## config.mk

```make
export PLATFORM = sky130hd
export DESIGN_NAME = cache_ctrl
export DESIGN_NICKNAME = d
export VERILOG_FILES = /design/src/rtl/cache_pkg.sv /design/src/rtl/cache_burst_cnt.sv /design/src/rtl/cache_ctrl.sv
export SDC_FILE = /design/constraint.sdc
export NUM_CORES = 1
export LEC_CHECK = 0
export BUFFER_PORTS_ARGS = -buffer_cell sky130_fd_sc_hd__buf_4
export CAP_MARGIN = 40
export CORE_MARGIN = 2
export CORE_UTILIZATION = 46
export DETAILED_ROUTE_END_ITERATION = 12
export PLACE_DENSITY_LB_ADDON = 0.12
export SLEW_MARGIN = 10
export SYNTH_ARGS = -nofsm -noshare
export SYNTH_HDL_FRONTEND = slang
export SYNTH_SLANG_ARGS = --single-unit
```

## constraint.sdc

```tcl
create_clock -name clk -period 2.58 [get_ports clk]
set_input_delay 0.774 -clock clk [delete_from_list [all_inputs] [get_ports clk]]
set_output_delay 0.774 -clock clk [all_outputs]
set_load 0.005 [all_outputs]
```

## src/rtl/cache_pkg.sv

```systemverilog
// Shared types, field widths and address slicing for the cache sequencing FSM.
// Included by cache_ctrl and cache_burst_cnt via import cache_pkg::*.
package cache_pkg;

    localparam int AWIDTH       = 32;
    localparam int NWAYS        = 4;
    localparam int WAY_WIDTH    = 2;
    localparam int INDEX_WIDTH  = 7;
    localparam int TAG_WIDTH    = 19;
    localparam int OFFSET_WIDTH = 6;
    localparam int BEATS        = 8;
    localparam int BEAT_WIDTH   = 3;
    localparam int BASE_WIDTH   = AWIDTH - OFFSET_WIDTH;

    localparam int INDEX_LSB = OFFSET_WIDTH;
    localparam int INDEX_MSB = OFFSET_WIDTH + INDEX_WIDTH - 1;
    localparam int TAG_LSB   = INDEX_MSB + 1;
    localparam int TAG_MSB   = AWIDTH - 1;

    typedef enum logic [2:0] {
        IDLE,
        LOOKUP,
        WRITEBACK,
        REFILL,
        UPDATE,
        RESP
    } state_t;

    function automatic logic [31:0] sat_inc(input logic [31:0] v);
        return (v == '1) ? v : v + 32'd1;
    endfunction

endpackage

```

## src/rtl/cache_burst_cnt.sv

```systemverilog
// Beat counter for writeback/refill bursts; advances on each accepted beat
// and flags the final beat of a line. Natural 3-bit wrap returns it to 0.
module cache_burst_cnt
    import cache_pkg::*;
(
    input  logic                  clk,
    input  logic                  rst_n,
    input  logic                  inc,
    output logic [BEAT_WIDTH-1:0] beat,
    output logic                  last
);

    // NOTE: sequential state always uses non-blocking assignment so every
    // flop samples pre-edge values regardless of block evaluation order.
    always_ff @(posedge clk or negedge rst_n) begin
        if (!rst_n) begin
            beat <= '0;
        end else if (inc) begin
            beat <= beat + BEAT_WIDTH'(1);
        end
    end

    assign last = (beat == BEAT_WIDTH'(BEATS - 1));

endmodule

```

## src/rtl/cache_ctrl.sv

```systemverilog
// Load/store sequencer for the 4-way write-back, write-allocate cache arrays.
// Optional performance counters are built when CACHE_PERF_EN is defined.
module cache_ctrl
    import cache_pkg::*;
(
    input  logic                   clk,
    input  logic                   rst_n,
    input  logic                   cpu_req,
    input  logic                   cpu_we,
    input  logic [AWIDTH-1:0]      cpu_addr,
    output logic                   cpu_ready,
    output logic                   cpu_done,
    output logic                   cpu_hit,
    output logic                   arr_lookup,
    output logic [INDEX_WIDTH-1:0] arr_index,
    input  logic                   arr_hit,
    input  logic [WAY_WIDTH-1:0]   arr_hit_way,
    input  logic [WAY_WIDTH-1:0]   arr_victim_way,
    input  logic                   arr_victim_dirty,
    input  logic [TAG_WIDTH-1:0]   arr_victim_tag,
    output logic                   arr_wb_rd,
    output logic                   arr_fill_we,
    output logic [WAY_WIDTH-1:0]   arr_way,
    output logic [BEAT_WIDTH-1:0]  arr_beat,
    output logic                   arr_tag_we,
    output logic                   arr_word_we,
    output logic                   arr_lru_upd,
    output logic                   mem_rd_en,
    output logic                   mem_wr_en,
    output logic [AWIDTH-1:0]      mem_addr,
    input  logic                   mem_ack,
    output logic [31:0]            hit_cnt,
    output logic [31:0]            miss_cnt,
    output logic [31:0]            wb_cnt
);

    state_t                 state;
    logic [TAG_WIDTH-1:0]   tag_q;
    logic [INDEX_WIDTH-1:0] index_q;
    logic                   we_q;
    logic                   hit_q;
    logic [BASE_WIDTH-1:0]  base_q;
    logic                   burst_inc;
    logic                   burst_last;

    // Byte offset within the line is irrelevant to line-granular sequencing.
    logic unused_offset;
    assign unused_offset = ^cpu_addr[OFFSET_WIDTH-1:0];

    assign burst_inc = mem_ack && (state == WRITEBACK || state == REFILL);

    cache_burst_cnt u_burst_cnt (
        .clk   (clk),
        .rst_n (rst_n),
        .inc   (burst_inc),
        .beat  (arr_beat),
        .last  (burst_last)
    );

    assign cpu_ready   = (state == IDLE);
    assign arr_fill_we = (state == REFILL) && mem_ack;
    assign arr_index   = index_q;
    assign mem_addr    = {base_q, arr_beat, 3'b000};

    always_ff @(posedge clk or negedge rst_n) begin
        if (!rst_n) begin
            state       <= IDLE;
            tag_q       <= '0;
            index_q     <= '0;
            we_q        <= 1'b0;
            hit_q       <= 1'b0;
            base_q      <= '0;
            arr_way     <= '0;
            arr_lookup  <= 1'b0;
            arr_wb_rd   <= 1'b0;
            arr_tag_we  <= 1'b0;
            arr_word_we <= 1'b0;
            arr_lru_upd <= 1'b0;
            mem_rd_en   <= 1'b0;
            mem_wr_en   <= 1'b0;
            cpu_done    <= 1'b0;
            cpu_hit     <= 1'b0;
        end else begin
            arr_lookup  <= 1'b0;
            arr_tag_we  <= 1'b0;
            arr_word_we <= 1'b0;
            arr_lru_upd <= 1'b0;
            cpu_done    <= 1'b0;
            cpu_hit     <= 1'b0;
            case (state)
                IDLE: begin
                    if (cpu_req) begin
                        tag_q      <= cpu_addr[TAG_MSB:TAG_LSB];
                        index_q    <= cpu_addr[INDEX_MSB:INDEX_LSB];
                        we_q       <= cpu_we;
                        arr_lookup <= 1'b1;
                        state      <= LOOKUP;
                    end
                end
                LOOKUP: begin
                    hit_q <= arr_hit;
                    if (arr_hit) begin
                        arr_way <= arr_hit_way;
                        state   <= UPDATE;
                    end else if (arr_victim_dirty) begin
                        arr_way   <= arr_victim_way;
                        base_q    <= {arr_victim_tag, index_q};
                        mem_wr_en <= 1'b1;
                        arr_wb_rd <= 1'b1;
                        state     <= WRITEBACK;
                    end else begin
                        arr_way   <= arr_victim_way;
                        base_q    <= {tag_q, index_q};
                        mem_rd_en <= 1'b1;
                        state     <= REFILL;
                    end
                end
                WRITEBACK: begin
                    if (mem_ack && burst_last) begin
                        mem_wr_en <= 1'b0;
                        arr_wb_rd <= 1'b0;
                        mem_rd_en <= 1'b1;
                        base_q    <= {tag_q, index_q};
                        state     <= REFILL;
                    end
                end
                REFILL: begin
                    if (mem_ack && burst_last) begin
                        mem_rd_en  <= 1'b0;
                        arr_tag_we <= 1'b1;
                        state      <= UPDATE;
                    end
                end
                UPDATE: begin
                    arr_lru_upd <= 1'b1;
                    arr_word_we <= we_q;
                    state       <= RESP;
                end
                RESP: begin
                    cpu_done <= 1'b1;
                    cpu_hit  <= hit_q;
                    state    <= IDLE;
                end
                default: state <= IDLE;
            endcase
        end
    end

`ifdef CACHE_PERF_EN
    // Counters observe the single LOOKUP cycle of each access.
    always_ff @(posedge clk or negedge rst_n) begin
        if (!rst_n) begin
            hit_cnt  <= '0;
            miss_cnt <= '0;
            wb_cnt   <= '0;
        end else if (state == LOOKUP) begin
            if (arr_hit) begin
                hit_cnt <= sat_inc(hit_cnt);
            end else begin
                miss_cnt <= sat_inc(miss_cnt);
                if (arr_victim_dirty) begin
                    wb_cnt <= sat_inc(wb_cnt);
                end
            end
        end
    end
`else
    assign hit_cnt  = '0;
    assign miss_cnt = '0;
    assign wb_cnt   = '0;
`endif

endmodule

```

==> impl_metrics.tcl <==
set metrics [dict create \
    status "complete, no violations" \
    worstPathRequired_ps 1810 \
    die_area_um2 9860 \
    syn-cell-area_um2 4180 \
    grt.overflow.total 0 \
    combinationalPowerShare 0.428 \
    synth.most_common_cell "buf_4" \
    die_x_um 99.3 \
    pin_count 213 \
    dpl.hpwl_um 5770 \
    areaGrowthSynthToFinish_pct 17.0 \
    reg2regPathDepth 6 \
    synth-seq-cells 70 \
    worst_pin_slew_ps 535 \
    ys_top_cells_by_count "buf_4 (108), dfrtp_1 (70), mux2_2 (47), nand2_1 (21), nand2b_1 (20)" \
    post_cts_buffers 0 \
    finalHoldViolCount 0 \
    globalplace.congestion 0.745 \
    detail-route-antenna-nets 0 \
    cts-root-buf "clkbuf_8" \
    whs_ps 379 \
    drc 0 \
    cp_max_fo 14 \
    fin_nets 535 \
    tns_ps 0 \
    synth-xor-area-share 0.00210 \
    p_int_mw 3.54 \
    p_leak_nw 2.40 \
    fp.coreArea_um2 8760 \
    start_util 0.477 \
    m1WireLength_um 3590 \
    crit_type "reg -> out" \
    async_flop_share 1.00 \
    slew_viol_final 0 \
    crit_arrival_ps 1590 \
    max_freq_ghz 0.423 \
    irDropWorstVdd_mv 0.583 \
    clock-skew-final_ps 9.86 \
    dr.pass1.iters 6 \
    synthSimpleGateAreaFrac 0.134 \
    wl_met2_um 4040 \
    synth_top_area_cell "dfrtp_1" \
    synth_top_family_by_area "buffers and inverters" \
    yosys.area_share.adder 0.00599 \
    port_buffers 107 \
    cts.sinks 70 \
    clkTransAtPathRegs_ps 80 \
    drive_gt1_frac 0.405 \
    maxSlewHeadroom 0.643 \
    syn_inst 368 \
    max_cap_viol_count 0 \
    hp-class "in -> async" \
    post-route-min-period_ps 2360 \
    vias 2750 \
    rsz0062_at_grt "no" \
    cts_tree "done" \
    clkPwrFrac 0.191 \
    grt_first_pass_wirelength_um 13300 \
    diodes 0 \
    fin_crit_sh 0.915 \
    ys_seq_area_frac 0.419 \
    highest_layer "met4" \
    numCtsBuffers 9 \
    insertion_delay_ps 340 \
    synth.avg_cell_area_um2 11.3 \
    die_y_um 99.3 \
    power_density_nw_per_um2 1060 \
    synth_top_area_share 0.419 \
    grt_max_degree 42 \
    power_switching_mw 1.66 \
    grt_pass1_vias 2584 \
    wl_met3_um 641 \
    track_usage 0.171 \
    switching_share 0.320 \
    antenna_found_initial 0 \
    cp-end-kind "primary output" \
    initialDrtViolationCount 74 \
    htreeDepth 3 \
    synth_compound_area_frac 0.0560 \
    ys.flop_type "dfrtp_1" \
    pwr-share-seq 0.382 \
    ctsHoldBuffers 0 \
    synthTopCellsByArea "dfrtp_1 (42%), buf_4 (19%), mux2_2 (13%)" \
    ctsResizeCount 0 \
    critPathLaunchType "register" \
    ys_types 38 \
    cts_buffer_depth 2 \
    synthMuxAreaShare 0.164 \
    viasPerCell 4.71 \
    routed_wl_um 8320 \
    setup_viol 0 \
    placementRows 34 \
    yosys_warnings 0 \
    synth-edff-count 0 \
    wl_per_cell_um 14.2 \
]
-- flip-flops by register name, summed over array words and instances (netlist names) --
register and flops:
cpu_done 1, cpu_hit 1, arr_index 7, tag_q 19
arr_way 2, arr_tag_we 1, state 3, mem_wr_en 1
hit_q 1, base_q 26, arr_lru_upd 1, arr_lookup 1
mem_rd_en 1, arr_word_we 1, we_q 1, u_burst_cnt.beat 3
-- routing by layer --
layer / global-route usage / up-vias
met2: 0.269 / 127
met1: 0.225 / 1349
met5: 0 / -
met3: 0.0597 / 6
met4: 0.0464 / 0
li1: - / 1268
-- critical path, cell delays in order (launching register included) --
cell	delay, ps
dfrtp_1	580
nor2b_1	300
and3_1	240
buf_4	120
-- per-stage QoR --
| stage | total power [mW] | instances | worst slack [ps] | util | cell area (um2) |
|---|---|---|---|---|---|
| 2_1_floorplan | 3.47 | 466 | 405 | - | 4540 |
| 3_3_place_gp | 4.20 | 568 | 386 | 0.532 | 4660 |
| 3_5_place_dp | 4.26 | 568 | 379 | 0.532 | 4660 |
| 4_1_cts | 5.27 | 584 | 209 | 0.558 | 4890 |
| 5_1_grt | 5.60 | 584 | 65.7 | 0.558 | 4890 |
| 6_report | 5.20 | 584 | 219 | 0.558 | 4890 |
-- layout make-up --
type	instances	area, um2
clock buffers	9	124
repair buffers	117	891
inverters	1	3.75
well taps	108	135
multi-input cells	272	1880
flip-flops and latches	70	1750
fillers	770	3880
clock inverters	7	97.6
-- layout by cell type, fill, tap and decap left out, types with 2 or more instances in the layout --
| cell type | n |
|---|---|
| nor3b_1 | 2 |
| bufinv_16 | 2 |
| nand2b_1 | 20 |
| nor2_1 | 3 |
| and3_1 | 2 |
| nor3_1 | 2 |
| nand2_1 | 21 |
| buf_4 | 116 |
| clkbuf_8 | 9 |
| mux2_2 | 47 |
| clkinvlp_4 | 2 |
| conb_1 | 99 |
| and2_1 | 4 |
| a21oi_1 | 5 |
| mux2_4 | 9 |
| dfrtp_1 | 70 |
| o211ai_1 | 19 |
| or4bb_1 | 19 |
| ha_1 | 2 |
| mux2i_1 | 2 |
-- path summary, 6_finish.rpt --
path	endpoint	slack (ps)	startpoint
min reg2reg	cpu_hit	490	hit_q
max	arr_fill_we	220	state[1]
min in group clk	cpu_hit	490	hit_q
min	u_burst_cnt.beat[1]	380	rst_n
max reg2reg	base_q[18]	520	u_burst_cnt.beat[0]
max in group asynchronous	base_q[17]	1640	rst_n
-- power by group through the flow --
| stage | combinational [mW] | clock, mW | sequential [mW] |
|---|---|---|---|
| after floorplan | 1.53 | 0 | 1.94 |
| final | 2.22 | 0.993 | 1.99 |
| after global routing | 2.45 | 1.08 | 2.07 |
| after detailed placement | 2.25 | 0 | 2.01 |
| after global placement | 2.22 | 0 | 1.99 |
| after CTS | 2.26 | 1.02 | 1.99 |
-- kinds of logic after synthesis --
family	after synthesis
AOI/OAI and AO/OA	31
muxes	58
other	1
xor gates and xnor gates	1
buffers and inverters	124
DFF	70
and+or+nand+nor	81
adders and majority gates	2
Note: power is estimated with default switching activity, not from simulation.
